**config.mk**
```make
export PLATFORM = sky130hd
export DESIGN_NAME = usb_line_tx
export DESIGN_NICKNAME = d
export VERILOG_FILES = /design/src/rtl/usb_pkg.sv /design/src/rtl/usb_bit_tick.sv /design/src/rtl/usb_line_tx.sv
export SDC_FILE = /design/constraint.sdc
export NUM_CORES = 1
export LEC_CHECK = 0
export BUFFER_PORTS_ARGS = -buffer_cell sky130_fd_sc_hd__clkbuf_2
export CORE_UTILIZATION = 40
export CTS_CLUSTER_DIAMETER = 50
export DETAILED_ROUTE_END_ITERATION = 16
export PLACE_DENSITY_LB_ADDON = 0.15
export REMOVE_ABC_BUFFERS = 1
export SLEW_MARGIN = 20
export SYNTH_ARGS = -nofsm -noshare
export SYNTH_HDL_FRONTEND = slang
export SYNTH_HIERARCHICAL = 1
export SYNTH_SLANG_ARGS = --single-unit
```
**constraint.sdc**
```tcl
create_clock -name clk -period 4.9 [get_ports clk]
set_input_delay 0.735 -clock clk [delete_from_list [all_inputs] [get_ports clk]]
set_output_delay 0.735 -clock clk [all_outputs]
set_load 0.02 [all_outputs]
```
**src/rtl/usb_pkg.sv**
```systemverilog
// usb_pkg: shared USB line-level definitions: line states, sync pattern, bit-stuff limit.
package usb_pkg;
    localparam int USB_STUFF_BITS_N = 6;
    typedef enum logic [1:0] {LINE_J, LINE_K, LINE_SE0} line_t;
    // Bit i set means symbol i of the sync field is K (KJKJKJKK, symbol 0 first).
    localparam logic [7:0] USB_SYNC_PATTERN = 8'hD5;
    function automatic logic [1:0] line_levels(input line_t s, input logic ls);
        return s == LINE_SE0 ? 2'b00 : {(s == LINE_J) ^ ls, (s == LINE_K) ^ ls};
    endfunction
endpackage

```
**src/rtl/usb_bit_tick.sv**
```systemverilog
// usb_bit_tick: end-of-bit strobe every CLK_PER_BIT cycles, held at phase 0 while clr is high.
module usb_bit_tick #(
    parameter int CLK_PER_BIT = 4
) (
    input  logic clk,
    input  logic rst,
    input  logic clr,
    output logic tick
);
    logic [7:0] cnt;
    assign tick = cnt == 8'(CLK_PER_BIT - 1);
    always_ff @(posedge clk)
        cnt <= (rst || clr || tick) ? 8'd0 : cnt + 8'd1;
endmodule

```
**src/rtl/usb_line_tx.sv**
```systemverilog
// usb_line_tx: USB FS/LS packet transmitter: SYNC, NRZI with bit stuffing, EOP and inter-packet gap.
module usb_line_tx
    import usb_pkg::*;
#(
    parameter int CLK_PER_BIT  = 4,
    parameter int EOP_SE0_BITS = 2,
    parameter int IPD_BITS     = 6
) (
    input  logic       clk,
    input  logic       rst,
    input  logic       low_speed,
    input  logic [7:0] tx_data,
    input  logic       tx_valid,
    input  logic       tx_last,
    output logic       tx_ready,
    output logic       dp_tx,
    output logic       dn_tx,
    output logic       tx_oe,
    output logic       busy,
    output logic       tx_err
);
    typedef enum logic [2:0] {IDLE, SYNC, DATA, STUFF, EOP_SE0, EOP_J, IPD} state_t;

    localparam logic [3:0] SE0_LAST = 4'(EOP_SE0_BITS - 1);
    localparam logic [3:0] IPD_LAST = 4'(IPD_BITS == 0 ? 0 : IPD_BITS - 1);

    state_t     state, state_n;
    logic [3:0] bcnt, bcnt_n;
    logic [2:0] ones, ones_n, ones_inc;
    logic [7:0] byte_q, byte_n;
    logic       prev_k, prev_k_n, last_q, last_n, ls_q, ls_n;
    logic       tick, cur_bit, cur_k, byte_end, take;
    line_t      sym;

    usb_bit_tick #(.CLK_PER_BIT(CLK_PER_BIT)) u_tick (
        .clk (clk),
        .rst (rst),
        .clr (state == IDLE),
        .tick(tick)
    );

    always_comb begin
        cur_bit  = byte_q[bcnt[2:0]];
        ones_inc = cur_bit ? ones + 3'd1 : 3'd0;
        // A byte ends after bit 7, or after the stuff bit that follows bit 7.
        byte_end = tick && bcnt == 4'd7 &&
                   (state == STUFF || (state == DATA && ones_inc != 3'(USB_STUFF_BITS_N)));
        take     = byte_end && !last_q && tx_valid;
        tx_ready = state == IDLE || (byte_end && !last_q);
        tx_err   = byte_end && !last_q && !tx_valid;
        cur_k    = state == STUFF ? !prev_k : (cur_bit ? prev_k : !prev_k);
        sym      = state == SYNC ? (USB_SYNC_PATTERN[bcnt[2:0]] ? LINE_K : LINE_J) :
                   (state == DATA || state == STUFF) ? (cur_k ? LINE_K : LINE_J) :
                   state == EOP_SE0 ? LINE_SE0 : LINE_J;
        {dp_tx, dn_tx} = line_levels(sym, ls_q);
        tx_oe    = state != IDLE && state != IPD;
        busy     = state != IDLE;
    end

    always_comb begin
        state_n  = state;
        bcnt_n   = bcnt;
        ones_n   = ones;
        prev_k_n = prev_k;
        byte_n   = byte_q;
        last_n   = last_q;
        ls_n     = ls_q;
        case (state)
            IDLE: if (tx_valid) begin
                state_n = SYNC;
                byte_n  = tx_data;
                last_n  = tx_last;
                ls_n    = low_speed;
                bcnt_n  = 4'd0;
            end
            SYNC: if (tick) begin
                bcnt_n = bcnt + 4'd1;
                if (bcnt == 4'd7) begin
                    state_n  = DATA;
                    bcnt_n   = 4'd0;
                    prev_k_n = 1'b1;
                    ones_n   = 3'd1;
                end
            end
            DATA: if (tick) begin
                prev_k_n = cur_k;
                ones_n   = ones_inc;
                if (ones_inc == 3'(USB_STUFF_BITS_N)) state_n = STUFF;
                else bcnt_n = bcnt + 4'd1;
            end
            STUFF: if (tick) begin
                prev_k_n = cur_k;
                ones_n   = 3'd0;
                bcnt_n   = bcnt + 4'd1;
                state_n  = DATA;
            end
            EOP_SE0: if (tick) begin
                bcnt_n = bcnt + 4'd1;
                if (bcnt == SE0_LAST) begin
                    state_n = EOP_J;
                    bcnt_n  = 4'd0;
                end
            end
            EOP_J: if (tick) begin
                state_n = IPD_BITS == 0 ? IDLE : IPD;
                bcnt_n  = 4'd0;
            end
            IPD: if (tick) begin
                bcnt_n = bcnt + 4'd1;
                if (bcnt == IPD_LAST) begin
                    state_n = IDLE;
                    bcnt_n  = 4'd0;
                end
            end
            default: state_n = IDLE;
        endcase
        // Byte boundary: chain the next byte with no gap, or close the packet.
        if (byte_end) begin
            bcnt_n  = 4'd0;
            state_n = take ? DATA : EOP_SE0;
            byte_n  = take ? tx_data : byte_q;
            last_n  = take ? tx_last : last_q;
        end
    end

    always_ff @(posedge clk) begin
        if (rst) begin
            state  <= IDLE;
            bcnt   <= 4'd0;
            ones   <= 3'd0;
            prev_k <= 1'b0;
            byte_q <= 8'd0;
            last_q <= 1'b0;
            ls_q   <= 1'b0;
        end else begin
            state  <= state_n;
            bcnt   <= bcnt_n;
            ones   <= ones_n;
            prev_k <= prev_k_n;
            byte_q <= byte_n;
            last_q <= last_n;
            ls_q   <= ls_n;
        end
    end
endmodule

```
==> PnR_summary.wiki <==
{| class="wikitable"
! Metric !! Value
|-
| Vias per inst || around 5.6
|-
| Worst-Skew Late Latency || 0.28 ns
|-
| Synthesized area per cell || 8.22 µm²
|-
| Number of buffers created by CTS || 5
|-
| Critical Path Sink Type || primary output
|-
| Class of the tightest hold or removal check || reg -> reg
|-
| Final RePlAce weighted congestion || 0.832
|-
| Unrepaired setup endpoints after global routing || no
|-
| Die Span X || between 70 and 80 µm
|-
| Post-DRT Antenna Nets || 0
|-
| Endpoints failing setup || 0
|-
| TritonCTS Sinks || 30
|-
| Reported leakage power || 0.000849 µW
|-
| Worst setup path class || reg -> out
|-
| Layout-stage area growth over the synthesis result || 13.1%
|-
| Total area of multi-input combinational cells || ~1300 µm²
|-
| Switching share of power || approximately two fifths
|-
| IO Count || 19
|-
| Routed via count || about 1800
|-
| Maximum fanout along the worst path || 7
|-
| 1st-iter DRT viols || roughly 150
|-
| Worst-path clk slew || about 0.070 ns
|-
| Proportion of power drawn by flip-flops and latches || about a third
|-
| Largest net degree at the start of global routing || 22
|-
| Cell type with the highest aggregate area in the netlist || sky130_fd_sc_hd__dfxtp_1
|-
| Die Span Y || 72.5 µm
|-
| Relative slew slack || 36.7%
|-
| Total Wirelength || between 4000 and 5000 µm
|-
| MaxCap Viol Count || 0
|-
| Internal Power || just under 700 µW
|-
| Remaining design rule violation count || 0
|-
| Leading register cell type out of synthesis || sky130_fd_sc_hd__dfxtp_1
|-
| Critical path data required time || 4.16 ns
|-
| Clock root cell || sky130_fd_sc_hd__clkbuf_8
|-
| Buffer levels on the longest clock path || 2
|-
| Setup TNS || 0 ns
|-
| Number of hold buffers added after CTS || 0
|-
| Number of warnings printed during yosys synthesis || 6
|-
| Final std cells w/o fill || around 320
|-
| Placed wire-length estimate after detailed placement || ~3200 µm
|-
| Crit path launch type || flop
|-
| Fraction of final layout cells sized beyond drive strength 1 || between 10% and 20%
|-
| Post-route clock period utilization || slightly above 80%
|-
| Psw || 421 µW
|-
| Share of synthesized area occupied by flip-flops and latches || 30.2%
|-
| Clock network fraction of design power || 28.3%
|-
| Gate count after technology mapping || ~240
|-
| Unique masters post-synth || 56
|-
| Max-slew violations || 0
|-
| Number of diodes added for antenna fixing || 0
|-
| Core outline area || roughly 4800 µm²
|-
| Area taken by flip-flops and latches || 601 µm²
|-
| Aggregate global-route resource usage || 19.0%
|-
| Post-synthesis cell area || approximately 2000 µm²
|-
| Detailed Routing Iterations Pass 1 || 4
|-
| Crit path DAT || 3.34 ns
|-
| Final hold violations || 0
|-
| GRT overflow || 0
|-
| Via count of the first global-routing pass || ~1700
|-
| Worst Max-Slew Pin Slew || around 0.94 ns
|-
| Overall power of the completed layout || roughly 1100 µW
|-
| Final worst clock skew || ~0.0060 ns
|-
| Total number of H-tree levels || 2
|-
| Postcts setup bufs || 0
|-
| Post-cts sizing count || 0
|-
| Net total in the final layout || approximately 270
|-
| Effective utilization at floorplan || 41.8%
|-
| Combinational share of power || 40.2%
|-
| Number of enable-type register cells in the synthesized netlist || 0
|-
| Number of fill cells || 486
|-
| Synth async-reset ratio || 0%
|-
| Fraction of synthesized cell area taken by the top area cell type || between 30% and 40%
|-
| Num rows || 25
|-
| Die Footprint || between 5000 and 6000 µm²
|-
| Highest Clock Rate || 246 MHz
|-
| Final worst path period need || about 4 ns
|-
| Average detailed-routed wire length per instance || about 14 µm
|-
| Count of state elements after synthesis || 30
|-
| Worst-case vdd ir drop || 207 µV
|-
| Cell count after placement || 315
|-
| Power per unit of standard cell area || 490 nW/µm²
|-
| Count of input and output buffers || 18
|-
| Status || complete, no violations
|-
| Antenna violations before repair || 0
|-
| Clock tree from TritonCTS || done
|-
| Biggest area contributors in the synthesized netlist || sky130_fd_sc_hd__dfxtp_1 (30%), sky130_fd_sc_hd__nand2_1 (5.7%), sky130_fd_sc_hd__a21oi_1 (4.0%), sky130_fd_sc_hd__mux2i_1 (4.0%), sky130_fd_sc_hd__nor2_1 (3.2%)
|-
| Global-route wire length before repair || roughly 7800 µm
|}
[cell type report]
class,count,area share (%)
Sequential cell,30,26.7
Clock buffer,6,3.67
Timing Repair Buffer,18,4.00
Multi-Input combinational cell,194,58.2
Clock inverter,2,2.67
Inverter,6,1.00
Tap cell,67,3.73
[synthesized netlist by cell type, types with 3 or more instances]
cell                       count
sky130_fd_sc_hd__o31ai_1       5
sky130_fd_sc_hd__nor3b_1       4
sky130_fd_sc_hd__nor3_1        5
sky130_fd_sc_hd__or4_1         3
sky130_fd_sc_hd__nand3b_1      4
sky130_fd_sc_hd__nor4_1        3
sky130_fd_sc_hd__dfxtp_1      30
sky130_fd_sc_hd__or3_1         7
sky130_fd_sc_hd__a21oi_1      16
sky130_fd_sc_hd__clkbuf_1      8
sky130_fd_sc_hd__nor2b_1       4
sky130_fd_sc_hd__mux2_4        4
sky130_fd_sc_hd__o21ai_0      11
sky130_fd_sc_hd__inv_1         6
sky130_fd_sc_hd__buf_2         3
sky130_fd_sc_hd__o211ai_1      4
sky130_fd_sc_hd__nand3_1       9
sky130_fd_sc_hd__xor2_1        4
sky130_fd_sc_hd__nand2_1      30
sky130_fd_sc_hd__ha_1          5
sky130_fd_sc_hd__mux2i_1       8
sky130_fd_sc_hd__nor2_1       17
sky130_fd_sc_hd__nand4_1       4
sky130_fd_sc_hd__nand2b_1      7
[cells by family (layout without fill, tap and decap cells)]
| logic type | after synthesis | after routing | share of synthesized area [%] |
|---|---|---|---|
| xor+xnor | 6 | 6 | 2.64 |
| mux | 12 | 12 | 7.04 |
| fa+ha+maj | 5 | 5 | 3.14 |
| simple gates | 110 | 110 | 30.3 |
| buf+inv | 18 | 32 | 3.96 |
| compound gates | 61 | 61 | 22.7 |
| flops | 30 | 30 | 30.2 |
[routing by layer]
layer	part of all wire, %	track usage, %
met5	0	0
met3	3.6	5.28
met1	50	24.6
met2	45	30.1
met4	1.7	6.75
[per-stage QoR]
stage          cell area, µm²  utilization (%)  hold WS [ns]  setup WS, ns
2_1_floorplan            1930                -         0.433          1.40
3_3_place_gp             2110             44.3         0.443          1.29
3_5_place_dp             2110             44.3         0.447          1.18
4_1_cts                  2250             47.3         0.459         0.872
5_1_grt                  2250             47.3         0.474         0.519
6_report                 2250             47.3         0.454         0.828
[registers in the layout, summed over array words and instances, names as in the netlist, named ones only]
register	cells
last_q	1
state	3
u_tick/cnt	8
byte_q	8
ls_q	1
ones	3
bcnt	4
prev_k	1
[power groups by stage]
stage / clock network [µW] / logic (µW) / registers, µW
after floorplan: 0 / 345 / 333
after global placement: 0 / 441 / 353
after detailed placement: 0 / 440 / 352
after CTS: 318 / 443 / 346
after global routing: 333 / 496 / 356
final: 312 / 443 / 347
[cells in the final DEF, fill, tap and decap left out, drive strengths merged, types with 2 or more instances in the layout]
| master | n |
|---|---|
| o22ai | 2 |
| o21ai | 13 |
| nor3 | 7 |
| xnor2 | 2 |
| xor2 | 4 |
| a21boi | 3 |
| mux2i | 8 |
| nand3b | 4 |
| nand2 | 30 |
| ha | 5 |
| o211ai | 4 |
| clkbuf | 24 |
| and3b | 2 |
| or4 | 3 |
| nor3b | 4 |
| or3 | 7 |
| dfxtp | 30 |
| bufinv | 2 |
| a21o | 2 |
| nor4 | 4 |
| o22a | 2 |
| o31ai | 5 |
| nand2b | 7 |
| nor2b | 4 |
| nor2 | 17 |
| a21oi | 16 |
| inv | 6 |
| nand3 | 9 |
| or2 | 2 |
| mux2 | 4 |
| nand4 | 4 |
[critical path, stage by stage, from the launching register on]
cell and delay [ns]:
sky130_fd_sc_hd__dfxtp_1 0.38, sky130_fd_sc_hd__ha_1 0.19, sky130_fd_sc_hd__or4b_4 0.49, sky130_fd_sc_hd__nor4_1 0.73, sky130_fd_sc_hd__nand2_1 0.23, sky130_fd_sc_hd__nor2_1 0.40, sky130_fd_sc_hd__nand2_1 0.18, sky130_fd_sc_hd__nor4_1 0.23
sky130_fd_sc_hd__clkbuf_2 0.22
[path summary, 6_finish.rpt]
check,to,depth (start not counted),from,slack [ns]
worst max-delay path,tx_err,8,u_tick/cnt[0]$_SDFF_PP0_,0.83
worst min-delay path,byte_q[1]$_SDFFE_PP0P_,2,byte_q[1]$_SDFFE_PP0P_,0.45
worst max register to register,byte_q[7]$_SDFFE_PP0P_,8,u_tick/cnt[0]$_SDFF_PP0_,1.14
worst min register to register,byte_q[1]$_SDFFE_PP0P_,2,byte_q[1]$_SDFFE_PP0P_,0.45
Note: power is estimated with default switching activity, not from simulation.
